==> src/rtl/instruction_memory_responder.sv <==
// Instruction memory for the single-cycle MIPS datapath.
// It answers the PC fetch address with the addressed 32-bit instruction one cycle later.
// A byte-serial loader fills the memory while the FSM is out of FETCH.
module instruction_memory_responder #(
  parameter int unsigned NUM_BITS_ADDR_BARRAMENTO = 32,
  parameter int unsigned NUM_BITS_ADDR_PROG       = 8
) (
  input  logic                                clk,
  input  logic                                reset,
  input  logic [NUM_BITS_ADDR_BARRAMENTO-1:0] pc,
  output logic [31:0]                         instr,
  output logic                                instr_valid,
  output logic                                fetch_fault,
  input  logic                                load_en,
  input  logic                                load_valid,
  input  logic [7:0]                          load_byte,
  output logic                                load_ready,
  output logic                                load_done,
  output logic [NUM_BITS_ADDR_PROG-2:0]       load_count,
  output logic                                load_wrap
);

  localparam int unsigned P     = NUM_BITS_ADDR_PROG;
  localparam int unsigned WA    = P - 2;
  localparam int unsigned WORDS = 1 << WA;
  localparam logic [P-2:0] COUNT_MAX = {1'b1, {(P-2){1'b0}}};

  typedef enum logic [1:0] {
    ST_FETCH,
    ST_LOAD,
    ST_FLUSH
  } state_t;

  state_t        state_q, state_d;
  logic [1:0]    byte_cnt_q, byte_cnt_d;
  logic [23:0]   shift_q, shift_d;
  logic [WA-1:0] word_addr_q, word_addr_d;
  logic [P-2:0]  load_count_q, load_count_d;
  logic          load_wrap_q, load_wrap_d;
  logic          load_done_q, load_done_d;
  logic [31:0]   instr_q, instr_d;
  logic          instr_valid_q, instr_valid_d;
  logic          fetch_fault_q, fetch_fault_d;

  logic [31:0]   mem_q [WORDS];
  logic          mem_we;
  logic [31:0]   mem_wdata;

  logic          pc_ok;
  logic [WA-1:0] addr_adv;
  logic [P-2:0]  count_adv;
  logic          wrap_adv;
  logic [31:0]   pad_word;

  assign pc_ok = (pc[1:0] == 2'b00) &&
                 (pc[NUM_BITS_ADDR_BARRAMENTO-1:P] == '0);

  // Word-advance values shared by a full-word write and a flush.
  assign addr_adv  = word_addr_q + 1'b1;
  assign wrap_adv  = load_wrap_q | (&word_addr_q);
  assign count_adv = (load_count_q == COUNT_MAX) ? load_count_q : load_count_q + 1'b1;

  // Partial word: the bytes collected so far move to the top, and zeros fill the low bytes.
  always_comb begin
    pad_word = '0;
    case (byte_cnt_q)
      2'd1:    pad_word = {shift_q[7:0], 24'h0};
      2'd2:    pad_word = {shift_q[15:0], 16'h0};
      2'd3:    pad_word = {shift_q, 8'h0};
      default: pad_word = '0;
    endcase
  end

  // Next-state logic, the loader datapath, and the fetch response.
  always_comb begin
    state_d       = state_q;
    byte_cnt_d    = byte_cnt_q;
    shift_d       = shift_q;
    word_addr_d   = word_addr_q;
    load_count_d  = load_count_q;
    load_wrap_d   = load_wrap_q;
    load_done_d   = 1'b0;
    mem_we        = 1'b0;
    mem_wdata     = '0;
    instr_d       = '0;
    instr_valid_d = 1'b0;
    fetch_fault_d = 1'b0;
    unique case (state_q)
      ST_FETCH: begin
        instr_valid_d = 1'b1;
        if (pc_ok) instr_d = mem_q[pc[P-1:2]];
        else       fetch_fault_d = 1'b1;
        if (load_en) begin
          state_d      = ST_LOAD;
          byte_cnt_d   = '0;
          shift_d      = '0;
          word_addr_d  = '0;
          load_count_d = '0;
          load_wrap_d  = 1'b0;
        end
      end
      ST_LOAD: begin
        if (load_valid) begin
          if (byte_cnt_q == 2'd3) begin
            mem_we       = 1'b1;
            mem_wdata    = {shift_q, load_byte};
            byte_cnt_d   = '0;
            word_addr_d  = addr_adv;
            load_count_d = count_adv;
            load_wrap_d  = wrap_adv;
          end else begin
            shift_d    = {shift_q[15:0], load_byte};
            byte_cnt_d = byte_cnt_q + 1'b1;
          end
        end
        // The exit decision uses the post-accept byte count.
        // A byte that arrives on the falling load_en edge can therefore complete a word and skip FLUSH.
        if (!load_en) begin
          if (byte_cnt_d == 2'd0) begin
            state_d     = ST_FETCH;
            load_done_d = 1'b1;
          end else begin
            state_d = ST_FLUSH;
          end
        end
      end
      ST_FLUSH: begin
        mem_we       = 1'b1;
        mem_wdata    = pad_word;
        byte_cnt_d   = '0;
        word_addr_d  = addr_adv;
        load_count_d = count_adv;
        load_wrap_d  = wrap_adv;
        state_d      = ST_FETCH;
        load_done_d  = 1'b1;
      end
      default: state_d = ST_FETCH;
    endcase
  end

  // State register, loader registers and registered outputs.
  always_ff @(posedge clk or posedge reset) begin
    if (reset) begin
      state_q       <= ST_FETCH;
      byte_cnt_q    <= '0;
      shift_q       <= '0;
      word_addr_q   <= '0;
      load_count_q  <= '0;
      load_wrap_q   <= 1'b0;
      load_done_q   <= 1'b0;
      instr_q       <= '0;
      instr_valid_q <= 1'b0;
      fetch_fault_q <= 1'b0;
    end else begin
      state_q       <= state_d;
      byte_cnt_q    <= byte_cnt_d;
      shift_q       <= shift_d;
      word_addr_q   <= word_addr_d;
      load_count_q  <= load_count_d;
      load_wrap_q   <= load_wrap_d;
      load_done_q   <= load_done_d;
      instr_q       <= instr_d;
      instr_valid_q <= instr_valid_d;
      fetch_fault_q <= fetch_fault_d;
    end
  end

  // Program memory: reset clears every word; a single write port serves the loader.
  always_ff @(posedge clk or posedge reset) begin
    if (reset) begin
      for (int unsigned i = 0; i < WORDS; i++) mem_q[i] <= '0;
    end else if (mem_we) begin
      mem_q[word_addr_q] <= mem_wdata;
    end
  end

  assign instr       = instr_q;
  assign instr_valid = instr_valid_q;
  assign fetch_fault = fetch_fault_q;
  assign load_ready  = (state_q == ST_LOAD);
  assign load_done   = load_done_q;
  assign load_count  = load_count_q;
  assign load_wrap   = load_wrap_q;

endmodule

==> config.mk <==
export PLATFORM = sky130hd
export DESIGN_NAME = instruction_memory_responder
export DESIGN_NICKNAME = d
export VERILOG_FILES = /design/src/rtl/instruction_memory_responder.sv
export SDC_FILE = /design/constraint.sdc
export NUM_CORES = 2
export LEC_CHECK = 0
export BUFFER_PORTS_ARGS = -buffer_cell sky130_fd_sc_hd__buf_2
export CORE_MARGIN = 5
export CORE_UTILIZATION = 57
export DETAILED_ROUTE_END_ITERATION = 16
export HOLD_SLACK_MARGIN = 0.03
export PLACE_DENSITY_LB_ADDON = 0.3
export SLEW_MARGIN = 20
export SYNTH_ARGS = -nofsm -noshare
export SYNTH_HDL_FRONTEND = slang
export SYNTH_SLANG_ARGS = --single-unit
==> constraint.sdc <==
create_clock -name clk -period 73.1 [get_ports clk]
set_input_delay 14.62 -clock clk [delete_from_list [all_inputs] [get_ports clk]]
set_output_delay 14.62 -clock clk [all_outputs]
set_load 0.005 [all_outputs]
==> impl_metrics.yaml <==
setup_path:
  reg2reg_setup_slack_ps: 69270
  crit_required_ps: 73870
  crit_type: "in2reg"
  crit_start: "pc[2]"
  worstPathArrival_ps: 19500
  endpoint: "instr[31]"
  cp-end-kind: "flop"
  rr_worst_depth: 7
  r2r_end: "mem_q[597]"
  cp_max_fo: 76
  timing.rr.start: "state_q[1]"
  critPathLaunchType: "input pin"
die:
  num_io_pins: 88
  rows: 147
  die_area_um2: 170000
  die_w_um: 412
  core_region_area_um2: 161000
  die_h_um: 412
  initial_utilization_pct: 57.4
synthesis:
  synth_area_per_cell_um2: 10.9
  yosys.area_share.simple_pct: 10.3
  synth-seq-area-share_pct: 57.6
  synth_compound_area_share_pct: 14.6
  ys_types: 66
  ys_warn_count: 0
  synth_top_family_by_area: "compound AO/OA/AOI/OAI gates"
  synth_edf_count: 0
  synth_xor_xnor_area_share_pct: 0
  netlist_area_um2: 92300
  synthArstFlopShare_pct: 100
  ys.flop_type: "dfrtp_1"
  postSynthCellCount: 8478
  syn_nets: 8534
  synth_adder_area_share_pct: 0.163
  synth_mux_area_share_pct: 12.7
  synth_seq_cells: 2125
clock_network:
  clock_latency_ps: 850
  cts_root_buf: "clkbuf_16"
  clk_pin_slew_ps: 60
  cts.sinks: 2125
  cts_max_level: 4
  cts_buffer_depth: 3
  cts-buffers-inserted: 206
  tritoncts: "done"
  ctsHoldBuffers: 0
  cts_setup_buffers: 0
  cts_resized: 0
final_layout:
  nets: 8148
  final_common_cell: "nand2_1"
  final_cell_mix: "nand2_1 (2153), dfrtp_1 (2125), o21ai_0 (1798), mux4_2 (435), o21ai_1 (291)"
  drive_above_1_share_pct: 13.9
  fill_cells: 12500
  area_growth_pct: 8.40
  final_area_um2: 100000
timing:
  finalSetupViolations: 0
  maxSlewHeadroom_pct: 17.3
  finalHoldViolCount: 0
  max_slew.worst_pin.slew_ps: 1240
  worst_hold_slack_ps: 473
  fmaxAchievable_mhz: 53.4
  tns_ps: 0
  drv_slew: 0
  finClkSkew_ps: 35.0
  rsz0062_at_grt: "false"
  period_minus_slack_ps: 18730
  fin_crit_sh_pct: 25.6
global_routing:
  grt_first_pass_wirelength_mm: 399
  grt_pass1_vias: 66100
  grt_max_degree: 184
  gr-total-overflow: 0
  antenna_found_initial: 4
  grtUsageTotal_pct: 30.6
drt:
  firstDrtPassIters: 6
  viasPerCell: 6.30
  drt-initial-drc-count: 7292
  vias: 65700
  ant_nets: 0
  drc: 0
  drt-total-wl_mm: 256
  post_drt_wl_per_cell_um: 24.5
power:
  ir_drop_mv: 0.0302
  power.density_nw_per_um2: 24.2
  p_leak_nw: 43.6
status:
  status: "completed"
place:
  place_area_um2: 93000
  hpwl_mm: 142
  io_buffers: 87
  gp_congestion: 0.838
hold_path:
  hp-class: "reg2reg"
run:
  drv_cap: 0
[how the worst min path moves through the flow]
stage	startpoint	to	slack (ps)	cells after the start
4_1_cts	mem_q[1110]	mem_q[1110]	480	2
3_5_place_dp	mem_q[1110]	mem_q[1110]	460	2
2_1_floorplan	mem_q[1090]	mem_q[1090]	440	2
5_1_grt	mem_q[1942]	mem_q[1942]	490	2
6_report	mem_q[1067]	mem_q[1067]	470	2
3_3_place_gp	mem_q[272]	mem_q[272]	450	2
[kinds of logic (layout without fill, tap and decap cells)]
| group | Yosys count | in the layout |
|---|---|---|
| and+or+nand+nor | 2423 | 2423 |
| AOI/OAI and AO/OA | 2475 | 2475 |
| adders and majority gates | 12 | 12 |
| buffers and inverters | 852 | 636 |
| other | 0 | 4 |
| DFF | 2125 | 2125 |
| muxes | 591 | 591 |
[through the flow]
step / utilization (%) / std cells / worst slack [ps] / power, mW
finish: 62.2 / 10400 / 54370 / 2.42
global route: 62.2 / 10400 / 53870 / 2.49
CTS: 62.2 / 10400 / 54240 / 2.43
detailed placement: 57.9 / 10000 / 53360 / 1.35
global placement: 57.9 / 10000 / 53110 / 1.35
floorplan: - / 8478 / 28970 / 1.31
[worst max-delay path, stage by stage]
cell and delay [ps]:
buf_8 720, buf_4 770, buf_4 820, buf_4 870, mux4_2 370, nor2_1 40, a2111oi_1 810, buf_4 230
a221o_1 100
[cells in the mapped netlist (3+ instances only)]
master | number | share of area (%)
buf_12 | 9 | 0.20
clkbuf_1 | 493 | 2.0
a22o_1 | 60 | 0.57
mux2_2 | 5 | 0.061
o21ai_0 | 1799 | 9.8
o221ai_1 | 3 | 0.028
nand2b_1 | 10 | 0.068
nor3_1 | 7 | 0.038
o22ai_1 | 60 | 0.41
ha_1 | 12 | 0.16
dfrtp_1 | 2125 | 58
mux2i_1 | 131 | 1.4
o211ai_1 | 26 | 0.21
a211oi_1 | 3 | 0.024
nand3_1 | 54 | 0.29
a221o_1 | 26 | 0.28
and3b_1 | 3 | 0.028
buf_1 | 15 | 0.061
nor2b_1 | 14 | 0.095
inv_1 | 10 | 0.041
a221oi_1 | 29 | 0.28
nor3b_1 | 7 | 0.057
buf_2 | 221 | 1.2
a21oi_1 | 3 | 0.016
a22oi_1 | 118 | 0.96
o31ai_1 | 3 | 0.024
or3_1 | 36 | 0.24
mux4_1 | 20 | 0.57
o21a_1 | 3 | 0.024
nor4_1 | 7 | 0.047
o21ai_1 | 291 | 1.6
nand3b_1 | 5 | 0.041
mux4_2 | 435 | 11
a21o_1 | 6 | 0.049
and3_1 | 3 | 0.020
a2111oi_0 | 28 | 0.27
buf_4 | 38 | 0.31
a31oi_1 | 3 | 0.020
nor2_1 | 71 | 0.29
buf_6 | 64 | 0.78
nand2_1 | 2179 | 8.9
nand4_1 | 3 | 0.020
or2_2 | 4 | 0.027
and2_1 | 8 | 0.054
[routing by layer]
| metal | global-route usage (%) | wire (um) | share of wire, % |
|---|---|---|---|
| met5 | 0.316 | 91 | 0.036 |
| met4 | 11.6 | 11000 | 4.3 |
| met3 | 6.20 | 23800 | 9.3 |
| met2 | 47.7 | 117000 | 46 |
| met1 | 43.1 | 103000 | 40 |
[registers in the layout, summed over array words and instances, names as in the netlist, 2 cells and up]
name,count
shift_q,24
word_addr_q,6
byte_cnt_q,2
instr,32
mem_q,2048
load_count,7
state_q,2
[where the power goes]
group	internal (mW)	total, mW	switching, mW
logic	0.0351	0.135	0.100
clock network	0.629	1.09	0.463
registers	1.18	1.19	0.00973
[area by class of cell]
class | count | area (um2) | share of cell area (%)
Sequential cell | 2125 | 53200 | 53.1
Antenna cell | 4 | 10.0 | 0.0100
Tap cell | 2160 | 2700 | 2.70
Multi-Input combinational cell | 5501 | 35400 | 35.4
Timing Repair Buffer | 248 | 1750 | 1.75
Clock inverter | 76 | 868 | 0.868
Clock buffer | 302 | 6110 | 6.11
Inverter | 10 | 41.3 | 0.0413
Power figures use the tool's default switching activity.
